--- config.mk ---
export PLATFORM = sky130hd
export DESIGN_NAME = fx_div_seq_flat
export DESIGN_NICKNAME = d
export VERILOG_FILES = /design/src/rtl/fx_div_seq_pkg.sv /design/src/rtl/fx_div_seq_if.sv /design/src/rtl/fx_div_seq_step.sv /design/src/rtl/fx_div_seq.sv /design/src/flat_wrapper.sv
export SDC_FILE = /design/constraint.sdc
export NUM_CORES = 1
export LEC_CHECK = 0
export BUFFER_PORTS_ARGS = -buffer_cell sky130_fd_sc_hd__buf_2
export CORE_UTILIZATION = 60
export DETAILED_ROUTE_END_ITERATION = 16
export PLACE_DENSITY = 0.87
export SLEW_MARGIN = 20
export SYNTH_ARGS = -nofsm -noshare
export SYNTH_HDL_FRONTEND = slang
export SYNTH_SLANG_ARGS = --single-unit
--- constraint.sdc ---
create_clock -name clk -period 7.4 [get_ports clk]
set_clock_uncertainty 0.2 [all_clocks]
set_input_delay 0.74 -clock clk [delete_from_list [all_inputs] [get_ports clk]]
set_output_delay 0.74 -clock clk [all_outputs]
set_load 0.02 [all_outputs]
--- src/rtl/fx_div_seq_pkg.sv ---
// fx_div_seq_pkg
//   Shared definitions for the fixed-point arithmetic blocks: default Q-format,
//   the divider FSM state type, and magnitude/saturation helpers.
//   The helpers work on 64-bit containers. Callers cast to and from their own
//   width, so they are valid for any format with WIDTH + FRAC_BITS <= 64.
package fx_div_seq_pkg;

  localparam int FX_WIDTH = 32;
  localparam int FX_FRAC  = 21;

  typedef enum logic [1:0] {
    IDLE = 2'd0,
    CALC = 2'd1,
    FIN  = 2'd2,
    DONE = 2'd3
  } fx_div_state_t;

  // Largest positive value of a width-bit two's complement number.
  function automatic logic [63:0] fx_max(input int width);
    logic [63:0] one;
    one = 64'd1;
    return (one << (width - 32'sd1)) - 64'd1;
  endfunction

  // Bit pattern of the most negative width-bit value, which is also its magnitude.
  function automatic logic [63:0] fx_min(input int width);
    logic [63:0] one;
    one = 64'd1;
    return one << (width - 32'sd1);
  endfunction

  // Magnitude of a sign-extended value. The most negative width-bit value maps
  // to 2^(width-1), which still fits in width unsigned bits.
  function automatic logic [63:0] fx_abs(input logic [63:0] v);
    logic [63:0] r;
    if (v[63]) begin
      r = ~v + 64'd1;
    end else begin
      r = v;
    end
    return r;
  endfunction

  // Overflow flag for a magnitude that will be given sign neg in width bits.
  function automatic logic fx_sat_ovf(input logic [63:0] mag, input logic neg, input int width);
    logic r;
    if (neg) begin
      r = (mag > fx_min(width));
    end else begin
      r = (mag > fx_max(width));
    end
    return r;
  endfunction

  // Signed result for a magnitude and sign, clamped to the width-bit range.
  // The caller keeps only the low width bits.
  function automatic logic [63:0] fx_sat_val(input logic [63:0] mag, input logic neg, input int width);
    logic [63:0] r;
    if (neg) begin
      if (mag > fx_min(width)) begin
        r = fx_min(width);
      end else begin
        r = ~mag + 64'd1;
      end
    end else begin
      if (mag > fx_max(width)) begin
        r = fx_max(width);
      end else begin
        r = mag;
      end
    end
    return r;
  endfunction

endpackage

--- src/rtl/fx_div_seq_if.sv ---
// fx_div_seq_if
//   Operand/result handshake bundle for the sequential fixed-point divider.
//   master : the producer/consumer. It drives the operands and out_ready.
//   slave  : the divider. It drives in_ready, the result and the flags.
interface fx_div_seq_if
  import fx_div_seq_pkg::*;
#(
  parameter int WIDTH = FX_WIDTH
) ();

  logic             in_valid;
  logic             in_ready;
  logic [WIDTH-1:0] numerator;
  logic [WIDTH-1:0] denominator;
  logic             out_valid;
  logic             out_ready;
  logic [WIDTH-1:0] result;
  logic             div_by_zero;
  logic             overflow;

  modport master (
    output in_valid, numerator, denominator, out_ready,
    input  in_ready, out_valid, result, div_by_zero, overflow
  );

  modport slave (
    input  in_valid, numerator, denominator, out_ready,
    output in_ready, out_valid, result, div_by_zero, overflow
  );

endinterface

--- src/rtl/fx_div_seq_step.sv ---
// fx_div_seq_step
//   One combinational restoring-division iteration.
//   rem_in  : partial remainder (always < divisor, so bit WIDTH is 0 on entry)
//   bit_in  : next dividend bit, shifted into the remainder LSB
//   divisor : unsigned divisor magnitude
//   rem_out : updated remainder
//   q_bit   : quotient bit produced by this step
module fx_div_seq_step #(
  parameter int WIDTH = 32
) (
  input  logic [WIDTH:0]   rem_in,
  input  logic             bit_in,
  input  logic [WIDTH-1:0] divisor,
  output logic [WIDTH:0]   rem_out,
  output logic             q_bit
);

  logic [WIDTH+1:0] trial_s;
  logic [WIDTH+1:0] diff_s;

  assign trial_s = {rem_in, bit_in};
  assign diff_s  = trial_s - {2'b00, divisor};

  // Subtract the divisor when it fits, otherwise keep the shifted remainder.
  always_comb begin
    rem_out = (WIDTH+1)'(trial_s);
    q_bit   = 1'b0;
    if (trial_s >= {2'b00, divisor}) begin
      rem_out = (WIDTH+1)'(diff_s);
      q_bit   = 1'b1;
    end else begin
      rem_out = (WIDTH+1)'(trial_s);
      q_bit   = 1'b0;
    end
  end

endmodule

--- src/rtl/fx_div_seq.sv ---
// fx_div_seq
//   Sequential signed fixed-point divider (Q(WIDTH-FRAC_BITS).FRAC_BITS) using
//   radix-2 restoring division on magnitudes. The quotient truncates toward zero
//   and saturates on overflow. A zero divisor returns a saturated result with
//   div_by_zero set.
//   clk  : rising-edge clock
//   rst  : asynchronous active-high reset
//   bus  : slave side of fx_div_seq_if. The inputs are in_valid, numerator,
//          denominator and out_ready. The outputs are in_ready, out_valid,
//          result, div_by_zero and overflow, all registered.
//   Requires WIDTH + FRAC_BITS <= 64 and FRAC_BITS >= 1.
module fx_div_seq
  import fx_div_seq_pkg::*;
#(
  parameter int WIDTH     = FX_WIDTH,
  parameter int FRAC_BITS = FX_FRAC
) (
  input logic          clk,
  input logic          rst,
  fx_div_seq_if.slave  bus
);

  localparam int N  = WIDTH + FRAC_BITS;
  localparam int CW = $clog2(N);

  localparam logic [WIDTH-1:0] FX_MAX   = WIDTH'(fx_max(WIDTH));
  localparam logic [WIDTH-1:0] FX_MIN   = WIDTH'(fx_min(WIDTH));
  localparam logic [CW-1:0]    CNT_LAST = CW'(N - 1);
  localparam logic [CW-1:0]    CNT_ONE  = {{(CW-1){1'b0}}, 1'b1};

  fx_div_state_t    state_q, state_d;
  logic [CW-1:0]    count_q, count_d;
  logic [N-1:0]     dividend_q, dividend_d;
  logic [N-1:0]     quot_q, quot_d;
  logic [WIDTH:0]   rem_q, rem_d;
  logic [WIDTH-1:0] divisor_q, divisor_d;
  logic             sign_q, sign_d;
  logic             in_ready_q, in_ready_d;
  logic             out_valid_q, out_valid_d;
  logic [WIDTH-1:0] result_q, result_d;
  logic             dbz_q, dbz_d;
  logic             ovf_q, ovf_d;

  logic [WIDTH-1:0] n_abs_s;
  logic [WIDTH-1:0] d_abs_s;
  logic [WIDTH:0]   step_rem_s;
  logic             step_q_s;

  // Magnitudes are taken on sign-extended copies so that FX_MIN maps to 2^(WIDTH-1).
  assign n_abs_s = WIDTH'(fx_abs(64'(signed'(bus.numerator))));
  assign d_abs_s = WIDTH'(fx_abs(64'(signed'(bus.denominator))));

  fx_div_seq_step #(
    .WIDTH (WIDTH)
  ) u_step (
    .rem_in  (rem_q),
    .bit_in  (dividend_q[N-1]),
    .divisor (divisor_q),
    .rem_out (step_rem_s),
    .q_bit   (step_q_s)
  );

  // Next-state and next-output logic for the IDLE/CALC/FIN/DONE sequence.
  always_comb begin
    state_d     = state_q;
    count_d     = count_q;
    dividend_d  = dividend_q;
    quot_d      = quot_q;
    rem_d       = rem_q;
    divisor_d   = divisor_q;
    sign_d      = sign_q;
    in_ready_d  = in_ready_q;
    out_valid_d = out_valid_q;
    result_d    = result_q;
    dbz_d       = dbz_q;
    ovf_d       = ovf_q;
    case (state_q)
      IDLE: begin
        if (bus.in_valid && in_ready_q) begin
          sign_d     = bus.numerator[WIDTH-1] ^ bus.denominator[WIDTH-1];
          dividend_d = {n_abs_s, {FRAC_BITS{1'b0}}};
          divisor_d  = d_abs_s;
          rem_d      = {(WIDTH+1){1'b0}};
          quot_d     = {N{1'b0}};
          count_d    = {CW{1'b0}};
          in_ready_d = 1'b0;
          if (bus.denominator == {WIDTH{1'b0}}) begin
            // Zero divisor skips the iterations. The result saturates toward the numerator's sign.
            state_d     = DONE;
            out_valid_d = 1'b1;
            dbz_d       = 1'b1;
            ovf_d       = 1'b0;
            result_d    = bus.numerator[WIDTH-1] ? FX_MIN : FX_MAX;
          end else begin
            state_d = CALC;
            dbz_d   = 1'b0;
            ovf_d   = 1'b0;
          end
        end else begin
          state_d = IDLE;
        end
      end
      CALC: begin
        rem_d      = step_rem_s;
        quot_d     = {quot_q[N-2:0], step_q_s};
        dividend_d = {dividend_q[N-2:0], 1'b0};
        if (count_q == CNT_LAST) begin
          state_d = FIN;
          count_d = {CW{1'b0}};
        end else begin
          state_d = CALC;
          count_d = count_q + CNT_ONE;
        end
      end
      FIN: begin
        // The negative range reaches one step further than the positive range (|FX_MIN| = FX_MAX + 1).
        ovf_d       = fx_sat_ovf(64'(quot_q), sign_q, WIDTH);
        result_d    = WIDTH'(fx_sat_val(64'(quot_q), sign_q, WIDTH));
        dbz_d       = 1'b0;
        out_valid_d = 1'b1;
        state_d     = DONE;
      end
      DONE: begin
        // out_valid is always high here, so out_ready alone completes the handoff.
        if (bus.out_ready) begin
          out_valid_d = 1'b0;
          in_ready_d  = 1'b1;
          state_d     = IDLE;
        end else begin
          state_d = DONE;
        end
      end
      default: begin
        state_d     = IDLE;
        in_ready_d  = 1'b1;
        out_valid_d = 1'b0;
        count_d     = {CW{1'b0}};
      end
    endcase
  end

  // State, datapath and output registers. Reset discards any operation in flight.
  always_ff @(posedge clk or posedge rst) begin
    if (rst) begin
      state_q     <= IDLE;
      count_q     <= {CW{1'b0}};
      dividend_q  <= {N{1'b0}};
      quot_q      <= {N{1'b0}};
      rem_q       <= {(WIDTH+1){1'b0}};
      divisor_q   <= {WIDTH{1'b0}};
      sign_q      <= 1'b0;
      in_ready_q  <= 1'b1;
      out_valid_q <= 1'b0;
      result_q    <= {WIDTH{1'b0}};
      dbz_q       <= 1'b0;
      ovf_q       <= 1'b0;
    end else begin
      state_q     <= state_d;
      count_q     <= count_d;
      dividend_q  <= dividend_d;
      quot_q      <= quot_d;
      rem_q       <= rem_d;
      divisor_q   <= divisor_d;
      sign_q      <= sign_d;
      in_ready_q  <= in_ready_d;
      out_valid_q <= out_valid_d;
      result_q    <= result_d;
      dbz_q       <= dbz_d;
      ovf_q       <= ovf_d;
    end
  end

  assign bus.in_ready    = in_ready_q;
  assign bus.out_valid   = out_valid_q;
  assign bus.result      = result_q;
  assign bus.div_by_zero = dbz_q;
  assign bus.overflow    = ovf_q;

endmodule

--- src/flat_wrapper.sv ---
// flat-port wrapper written by rule: the top's interface ports become plain ports
module fx_div_seq_flat import fx_div_seq_pkg::*;
#(
  parameter int WIDTH     = FX_WIDTH,
  parameter int FRAC_BITS = FX_FRAC
)
  (clk, rst, bus_in_valid, bus_numerator, bus_denominator, bus_out_ready, bus_in_ready, bus_out_valid, bus_result, bus_div_by_zero, bus_overflow);
  fx_div_seq_if #(.WIDTH(WIDTH)) bus_i ();
  input logic clk;
  input logic rst;
  input wire logic [$bits(bus_i.in_valid)-1:0] bus_in_valid;
  input wire logic [$bits(bus_i.numerator)-1:0] bus_numerator;
  input wire logic [$bits(bus_i.denominator)-1:0] bus_denominator;
  input wire logic [$bits(bus_i.out_ready)-1:0] bus_out_ready;
  output wire logic [$bits(bus_i.in_ready)-1:0] bus_in_ready;
  output wire logic [$bits(bus_i.out_valid)-1:0] bus_out_valid;
  output wire logic [$bits(bus_i.result)-1:0] bus_result;
  output wire logic [$bits(bus_i.div_by_zero)-1:0] bus_div_by_zero;
  output wire logic [$bits(bus_i.overflow)-1:0] bus_overflow;
  assign bus_i.in_valid = bus_in_valid;
  assign bus_i.numerator = bus_numerator;
  assign bus_i.denominator = bus_denominator;
  assign bus_i.out_ready = bus_out_ready;
  assign bus_in_ready = bus_i.in_ready;
  assign bus_out_valid = bus_i.out_valid;
  assign bus_result = bus_i.result;
  assign bus_div_by_zero = bus_i.div_by_zero;
  assign bus_overflow = bus_i.overflow;
  fx_div_seq #(.WIDTH(WIDTH), .FRAC_BITS(FRAC_BITS)) u_core (.clk(clk), .rst(rst), .bus(bus_i));
endmodule
==> results.json, run 1 <==
{
  "cts_root_buf": "clkbuf_16",
  "setup_viol": 0,
  "layout_common_cells": "208 x nand2_1, 194 x dfrtp_1, 157 x o21ai_0, 103 x buf_2, 70 x a21oi_1",
  "syn_avg_cell_area_sq_um": 8.40,
  "ys_ff_latch": 195,
  "netlist_area_sq_um": 12000,
  "worstPathArrival_ps": 4540,
  "clockBufferDepth": 2,
  "crit_required_ps": 7580,
  "drtIter0Drc": 887,
  "critPathLaunchType": "flop",
  "outcome": "finished clean",
  "finalNonFillerCells": 1746,
  "pre_cts_slack_ps": 3160,
  "port_buffers": 103,
  "cts_setup_buffers": 0,
  "clk_latency_ps": 450,
  "postCtsHoldBufs": 0,
  "antenna_found_initial": 0,
  "vias_per_cell": 6.27,
  "n_antenna_cell": 0,
  "synthCells": 1430,
  "die_x_um": 143,
  "drive_gt1_share_pct": 11.5,
  "cts.clk_slew.worst_paths_ps": 80,
  "ir_drop_mv": 0.162,
  "htree_levels": 4,
  "io_pins": 104,
  "layout_commonest_cell": "nand2_1",
  "worstSetupPathType": "reg -> reg",
  "cts_sinks": 195,
  "leakagePower_nw": 5.70,
  "multi_input_area_sq_um": 6550,
  "routed_wl_um": 29500,
  "powerDensity_nw_per_um2": 159,
  "ys_warn_count": 0,
  "maxSlewHeadroom_pct": 37.5,
  "tritoncts": "yes",
  "dp_hpwl_um": 20100,
  "ys_seq_area_share_pct": 40.6,
  "synth_top_cell_by_area": "dfrtp_1",
  "slew_viol_final": 0,
  "wire_per_inst_um": 16.9,
  "grt_pass1_vias": 10300,
  "clock.fmax_mhz": 229,
  "layout.nets": 1575,
  "critPathCaptureType": "flop",
  "dp_cells": 1714,
  "design.die.area_sq_um": 20600,
  "syn_to_final_growth_pct": 9.91,
  "fill_cells": 1557,
  "synthArstFlopShare_pct": 100,
  "fin_ws_ps": 3040,
  "min_period_ps": 4360,
  "synth_flop_cell": "dfrtp_1",
  "worst-slew-pin-transition_ps": 936,
  "tns_ps": 0,
  "fin_crit_sh_pct": 58.9,
  "globalplace.congestion": 0.955,
  "grt_overflow_total": 0,
  "drt_first_pass_iters": 6,
  "cts_resized": 0,
  "total_power_mw": 2.09,
  "die_y_um": 143,
  "grtUsageTotal_pct": 30.0,
  "hp-class": "in -> async",
  "ant_nets": 0,
  "cp_max_fo": 12,
  "start_util_pct": 61.5,
  "hold_violations": 0,
  "cts_made_buffers": 17,
  "rsz0062_at_grt": "false",
  "synth_top_area_share_pct": 40.4,
  "maxCapViolCount": 0,
  "grt_max_degree": 124,
  "syn-num-nets": 1537,
  "drc": 0,
  "final-seq-area_sq_um": 4880,
  "ys_types": 70,
  "synth_edf_count": 0,
  "synth.area.top_cells": "dfrtp_1 40%, o21ai_0 6.5%, nand2_1 6.5%",
  "vias": 11000,
  "core-area_sq_um": 19500,
  "grt_pass1_wl_um": 49200,
  "num_rows": 51
}
-- flip-flops by register name, indices dropped and copies added (netlist names) --
| signal | flops |
|---|---|
| u_core.state_q | 2 |
| u_core.bus.result | 32 |
| u_core.sign_q | 1 |
| u_core.rem_q | 33 |
| u_core.divisor_q | 32 |
| u_core.quot_q | 53 |
| u_core.bus.overflow | 1 |
| u_core.dividend_q | 32 |
| u_core.bus.div_by_zero | 1 |
| u_core.count_q | 6 |
| u_core.bus.out_valid | 1 |
| u_core.bus.in_ready | 1 |
-- cells in the mapped netlist (9+ instances only) --
cell / n
ha_1: 38
dfrtp_1: 194
nor2_1: 63
mux2i_1: 24
o31ai_1: 34
o21ai_1: 63
a21oi_1: 70
nand3_1: 42
nand2_1: 208
o21ai_0: 157
a31oi_1: 20
nor4_1: 13
clkbuf_1: 89
o211ai_1: 10
and3_1: 12
inv_1: 65
a22oi_1: 27
or4_1: 11
nand4_1: 22
or3_1: 18
a21o_1: 28
xnor2_1: 21
xor2_1: 67
nand2b_1: 9
nor3_1: 23
-- worst max-delay path: stages, from the launching register on --
cell and delay [ps]:
dfrtp_1 460, or4_1 670, or3_1 380, nor4_2 500, nand4b_1 210, a21boi_1 780, nand2_1 480, o31ai_1 410
a21oi_1 90, nor2_1 110
-- stage by stage --
stage	utilization, %	hold WS [ps]	instance area [sq um]
floorplan	-	250	12000
global placement	64.6	262	12600
detailed placement	64.6	270	12600
CTS	67.6	286	13200
global route	67.6	308	13200
finish	67.6	269	13200
-- where the power goes --
group          switching (mW)  internal, mW  total, mW
logic                  0.0669        0.0353      0.102
registers                   0          1.06       1.06
clock network           0.445         0.481      0.927
total                   0.512          1.58       2.09
-- kinds of logic after synthesis --
group	Yosys count	synth area share (%)
XOR/XNOR	88	6.42
adder cells (fa/ha/maj)	39	4.13
multiplexers	24	2.00
buffers and inverters	161	5.06
AO/OA/AOI/OAI	466	23.4
flip-flops	195	40.6
AND/OR/NAND/NOR	457	18.3
-- cell type report --
| type | count | share of cell area, % |
|---|---|---|
| inverters | 65 | 1.91 |
| flip-flops and latches | 195 | 37.0 |
| multi-input cells | 1074 | 49.6 |
| repair buffers | 115 | 4.59 |
| well taps | 265 | 2.51 |
| clock buffers | 17 | 3.22 |
| clock inverters | 15 | 1.20 |
-- layer usage --
metal	part of all wire (%)	up-vias	GRT usage, %
met5	0	-	0
met4	2.5	0	10.4
met3	7.1	82	5.83
met2	46	456	48.3
met1	44	5234	40.3
li1	-	5182	-
-- path summary, 6_finish.rpt --
kind,start,to,slack [ps],cells past startpoint
max in group asynchronous,rst,u_core.rem_q[20]$_DFFE_PP0P_,5270,3
min,rst,u_core.divisor_q[30]$_DFFE_PP0P_,270,2
max,u_core.quot_q[10]$_DFFE_PP0P_,u_core.bus.result[30]$_DFFE_PP0P_,3040,9
min in group clk,u_core.divisor_q[4]$_DFFE_PP0P_,u_core.divisor_q[4]$_DFFE_PP0P_,280,2
min reg2reg,u_core.divisor_q[4]$_DFFE_PP0P_,u_core.divisor_q[4]$_DFFE_PP0P_,280,2
max reg2reg,u_core.quot_q[10]$_DFFE_PP0P_,u_core.bus.result[30]$_DFFE_PP0P_,3040,9
Note: power is estimated with default switching activity, not from simulation.
==> run 2, diff against run 1 <==
ABC_AREA = 1   (was not set)
PLACE_DENSITY = 0.86   (was 0.87)
clock period = 4.33 ns   (was 7.4 ns; I/O delays follow)
==> run 2 against run 1 <==
Total power grew to 6.3 times the previous value; synthesized area grew 18%; sequential share of layout area shrank 5.4 points; combinational power grew to 82 times the previous value; final area grew 17%; fmax grew 52%; cell count grew 46%; die area grew 17%; synthesized cell count grew 51%; via count grew 32%; non-clock buffer count grew 5.
==> results.json, run 2 <==
{
  "outcome": "finished clean",
  "vias_per_cell": 5.68,
  "setup_viol": 0,
  "clockBufferDepth": 2,
  "max_stage_delay_ps": 410,
  "hold_end": "u_core.divisor_q[28]$_DFFE_PP0P_",
  "wire_per_inst_um": 16.2,
  "routed-wl-met3_um": 4200,
  "cts_made_buffers": 17,
  "cts_resized": 0,
  "powerDensity_nw_per_um2": 857,
  "netlist_area_sq_um": 14100,
  "wl_met2_um": 18200,
  "layout_commonest_cell": "nand2_1",
  "min_period_ps": 2870,
  "globalplace.congestion": 0.975,
  "routed_wl_um": 41200,
  "stdcell_area_sq_um": 15500,
  "postCtsHoldBufs": 1,
  "pre_cts_slack_ps": 1190,
  "crit_chain": "inv_1 -> ha_1 -> fa_1 -> inv_1 -> nand3_1 -> nand3_1 -> nand2_1 -> nand2_1 -> nand2_2 -> nand3_2 -> buf_4 -> nand2_1 -> nand3_1 -> nand2_1",
  "hold_violations": 0,
  "design.die.area_sq_um": 24200,
  "r2r_setup_slack_ps": 1460,
  "port_buffers": 103,
  "vias": 14500,
  "clock.fmax_mhz": 349,
  "cts_setup_buffers": 0,
  "reg.largest.list": "u_core.quot_q: 53 flops, u_core.rem_q: 33 flops",
  "drc": 0,
  "drtIter0Drc": 1503,
  "synth_common_cells": "678 x nand2_1, 345 x inv_1, 201 x nor2_1",
  "fin_ws_ps": 1460,
  "fin_crit_sh_pct": 66.2,
  "synthArstFlopShare_pct": 100,
  "grt_max_degree": 117,
  "hp-class": "in -> reg",
  "worstRegToRegCells": 14,
  "synth_edf_count": 0,
  "synthCells": 2156,
  "ys_warn_count": 0,
  "rsz0062_at_grt": "false",
  "reg2reg_to": "u_core.rem_q[31]$_DFFE_PP0P_",
  "grtUsageTotal_pct": 35.1,
  "leakagePower_nw": 8.14,
  "final_util_pct": 67.8,
  "largest_register": "u_core.quot_q",
  "syn-num-nets": 2263,
  "core-area_sq_um": 22800,
  "die_x_um": 155,
  "drt_first_pass_iters": 6,
  "die_y_um": 155,
  "synth.area.top_cells": "dfrtp_1 34%, nand2_1 18%, inv_1 9.2%",
  "wl_met1_um": 17900,
  "layout_common_cells": "678 x nand2_1, 344 x inv_1, 199 x nor2_1, 194 x dfrtp_1, 152 x nand3_1",
  "start_util_pct": 61.8,
  "cts.clk_slew.worst_paths_ps": 80,
  "maxSlewHeadroom_pct": 35.2,
  "drive_gt1_share_pct": 8.25,
  "syn_to_final_growth_pct": 9.59,
  "synth_flop_cell": "dfrtp_1",
  "worst-slew-pin-transition_ps": 970,
  "num_rows": 55,
  "layout.nets": 2324,
  "cp_max_fo": 15,
  "synth_top_cell_by_area": "dfrtp_1",
  "synth_top_area_share_pct": 34.4,
  "hp-start": "bus_denominator[28]",
  "ys_seq_area_share_pct": 34.6,
  "grt_overflow_total": 0,
  "htree_levels": 4,
  "whs_path_depth": 3,
  "path_common_cell": "nand2_1",
  "cts_sinks": 195,
  "placed_cell_area_sq_um": 14800,
  "maxCapViolCount": 0,
  "antenna_found_initial": 4,
  "ys_types": 43,
  "slew_viol_final": 0,
  "grt_pass1_wl_um": 67200,
  "cts_root_buf": "clkbuf_16",
  "ir_drop_mv": 0.430,
  "synth.most_common_cell": "nand2_1",
  "grt_pass1_vias": 13400,
  "syn_avg_cell_area_sq_um": 6.55,
  "crit_required_ps": 4470,
  "ant_nets": 0,
  "worstSetupPathType": "reg -> reg",
  "critPathCaptureType": "flop",
  "ys_ff_latch": 195,
  "reg2reg_from": "u_core.dividend_q[52]$_DFFE_PP0P_",
  "top_layer_used": "met5",
  "clk_latency_ps": 450,
  "io_pins": 104,
  "largest_reg_flops": 53,
  "tns_ps": 0,
  "critPathLaunchType": "flop",
  "dp_hpwl_um": 29800,
  "tritoncts": "yes",
  "slowest_stage": "fa_1",
  "worstPathArrival_ps": 3010
}
-- run 2: cell count changes after synthesis, sizes merged, moves of 33 or more --
cell	previous run	this run
nand2	208	685
inv	65	354
nor2	65	208
o21ai	220	90
nand3	43	153
o22ai	7	65
clkbuf	89	51
nand4	22	57
o31ai	34	1
-- run 2: cells by family after synthesis --
group | after synthesis | synth area share [%]
simple gates | 1166 | 35.0
buf+inv | 432 | 11.9
compound gates | 260 | 11.1
flops | 195 | 34.6
xor+xnor | 64 | 3.97
fa+ha+maj | 39 | 3.51
-- run 2: critical path: cells and delay by family (launching register included) --
family,cells,cell delay [ps]
and+or+nand+nor,9,1060
DFF,1,350
adders and majority gates,2,650
buffers and inverters,3,500
-- run 2: cell type report --
cell class                 instances  area [sq um]
clock inverter                    15           199
antenna                            3          7.51
multi-input combinational       1529          7590
sequential                       195          4880
timing repair buffer             120           658
tap                              313           392
clock buffer                      17           425
fill                            2003          7370
inverter                         354          1330
-- run 2: worst max path at each step --
stage | to | cells after the start | slack (ps) | start
global route | u_core.bus.result[28]$_DFFE_PP0P_ | 12 | 1280 | u_core.quot_q[0]$_DFFE_PP0P_
detailed placement | u_core.bus.result[21]$_DFFE_PP0P_ | 11 | 1190 | bus_denominator[31]
global placement | u_core.bus.result[24]$_DFFE_PP0P_ | 11 | 1360 | bus_denominator[31]
finish | u_core.rem_q[31]$_DFFE_PP0P_ | 14 | 1460 | u_core.dividend_q[52]$_DFFE_PP0P_
CTS | u_core.rem_q[31]$_DFFE_PP0P_ | 14 | 1540 | u_core.dividend_q[52]$_DFFE_PP0P_
floorplan | u_core.bus.div_by_zero$_DFFE_PP0P_ | 1 | 1180 | rst
-- run 2: through the flow --
step                      hold slack (ps)  std cells  power, mW
after floorplan                       249       2156       9.39
after global placement                205       2510       11.2
after detailed placement              209       2510       11.4
after CTS                            63.3       2543       13.1
after global routing                 76.5       2544       14.5
final                                71.7       2546       13.3
-- run 2: per-layer routing --
layer	global-route usage, %	vias up
met2	54.7	689
met5	2.07	-
li1	-	6964
met3	8.52	79
met4	8.68	6
met1	48.8	6727
-- run 2: power breakdown --
group	internal, mW	switching, mW	leakage [nW]
Clock	0.797	0.874	0.300
Sequential	2.65	0.596	2.41
Combinational	2.82	5.53	5.43
==> run 3, diff against run 2 <==
clock period = 2.7 ns   (was 4.33 ns; I/O delays follow)
==> run 3 against run 2 <==
Sequential cell count did not move; clock power increased by 67%; combinational power grew 64%; fmax up 12%; sequential power rose by 60%; global-route usage up 0.46 points; setup slack got worse by 1300 ps; cell count is 2.6% higher; non-clock buffer count rose by 68.
==> results.json, run 3 (same netlist as run 2, synthesis figures left out) <==
{
  "clock.fmax_mhz": 390,
  "fin_ws_ps": 133,
  "hold_ws_ps": 19.0,
  "maxCapViolCount": 0,
  "syn_to_final_growth_pct": 14.8,
  "drive_gt1_share_pct": 9.01,
  "tritoncts": "yes",
  "cp_max_fo": 53,
  "routed_wl_um": 41500,
  "clockBufferDepth": 2,
  "outcome": "finished clean",
  "dp_hpwl_um": 29100,
  "grt_max_degree": 125,
  "antenna_found_initial": 0,
  "hold_violations": 0,
  "globalplace.congestion": 0.998,
  "worst-slew-pin-transition_ps": 955,
  "cts.clk_slew.worst_paths_ps": 80,
  "r2r_setup_slack_ps": 130,
  "critPathLaunchType": "flop",
  "largest_reg_flops": 53,
  "setup_viol": 0,
  "core-area_sq_um": 22800,
  "drc": 0,
  "powerDensity_nw_per_um2": 1340,
  "hp-class": "in -> reg",
  "slew_viol_final": 0,
  "num_rows": 55,
  "wire_per_inst_um": 15.9,
  "critPathCaptureType": "flop",
  "crit_required_ps": 2800,
  "htree_levels": 4,
  "ir_drop_mv": 0.581,
  "fin_crit_sh_pct": 95.1,
  "grt_overflow_total": 0,
  "cts_sinks": 195,
  "largest_register": "u_core.quot_q",
  "multi_input_area_sq_um": 7590,
  "pre_cts_slack_ps": 180,
  "final-seq-area_sq_um": 4880,
  "final_util_pct": 71.0,
  "ant_nets": 0,
  "grt_pass1_wl_um": 68400,
  "grtUsageTotal_pct": 35.5,
  "port_buffers": 103,
  "min_period_ps": 2570,
  "drtIter0Drc": 1350,
  "die_x_um": 155,
  "total_power_mw": 21.7,
  "n_antenna_cell": 0,
  "vias": 14800,
  "fill_cells": 1921,
  "layout_common_cells": "678 x nand2_1, 344 x inv_1, 199 x nor2_1, 194 x dfrtp_1, 152 x nand3_1",
  "worstPathArrival_ps": 2660,
  "design.die.area_sq_um": 24200,
  "worstSetupPathType": "reg -> reg",
  "layout_commonest_cell": "nand2_1",
  "cts_setup_buffers": 0,
  "drt_first_pass_iters": 6,
  "cts_root_buf": "clkbuf_16",
  "maxSlewHeadroom_pct": 36.3,
  "cts_made_buffers": 17,
  "die_y_um": 155,
  "io_pins": 104,
  "start_util_pct": 61.8,
  "grt_pass1_vias": 14000,
  "leakagePower_nw": 8.49,
  "layout.nets": 2392,
  "reg.largest.list": "u_core.quot_q: 53 flops, u_core.rem_q: 33 flops",
  "clk_latency_ps": 450,
  "vias_per_cell": 5.65
}
-- run 3: cell types whose count changed in the layout (fill, tap and decap cells not counted), sizes merged --
| cell | change |
|---|---|
| inv | +5 |
| clkinv | -5 |
| dlygate4sd3 | +45 |
| diode | -3 |
| buf | +23 |
-- run 3: metal layers --
| layer | global-route usage, % | vias to the layer above | wire length (um) |
|---|---|---|---|
| met5 | 0 | - | 0 |
| met4 | 10.9 | 0 | 883 |
| met3 | 6.85 | 82 | 4030 |
| met2 | 56.3 | 727 | 18300 |
| met1 | 49.2 | 6830 | 18300 |
| li1 | - | 7111 | - |
-- run 3: final cells by class --
cell class                      instances  area share, %
Clock inverter                         15           1.34
Clock buffer                           17           2.62
Multi-Input combinational cell       1529           46.8
Tap cell                              313           2.42
Sequential cell                       195           30.1
Timing Repair Buffer                  188           8.49
Inverter                              354           8.22
-- run 3: report_power, final --
group | leakage [nW] | internal, mW | switching (mW) | total [mW]
clock | 0.311 | 1.32 | 1.47 | 2.79
combinational | 5.76 | 4.87 | 8.87 | 13.7
sequential | 2.41 | 4.25 | 0.936 | 5.19
-- run 3: path summary, 6_finish.rpt --
| kind | depth (start not counted) | start | end |
|---|---|---|---|
| max in group asynchronous | 4 | rst | u_core.divisor_q[7]$_DFFE_PP0P_ |
| min in group asynchronous | 4 | rst | u_core.dividend_q[37]$_DFFE_PP0P_ |
| worst max register to register | 6 | u_core.state_q[1]$_DFF_PP0_ | u_core.divisor_q[0]$_DFFE_PP0P_ |
| worst max-delay path | 6 | u_core.state_q[1]$_DFF_PP0_ | u_core.divisor_q[0]$_DFFE_PP0P_ |
| worst min register to register | 2 | u_core.bus.result[31]$_DFFE_PP0P_ | u_core.bus.result[31]$_DFFE_PP0P_ |
| worst min-delay path | 4 | bus_denominator[15] | u_core.divisor_q[15]$_DFFE_PP0P_ |
-- run 3: metrics by stage --
stage          cells  TNS, ps  area (sq um)
2_1_floorplan   2156   -55790         14100
3_3_place_gp    2533        0         15100
3_5_place_dp    2533        0         15100
4_1_cts         2611        0         16200
5_1_grt         2611    -16.7         16200
6_report        2611        0         16200
-- run 3: worst max-delay path, stage by stage, from the launching register on --
cell	delay (ps)
dfrtp_1	450
nor2_1	230
inv_1	120
nor2_4	160
buf_12	280
inv_2	420
o21ai_0	540
-- run 3: timing repair --
action	CTS	global route
endpoints found under the hold margin	242	0
setup endpoints to repair	0	25
gates resized for setup	0	5
hold buffers	46	0
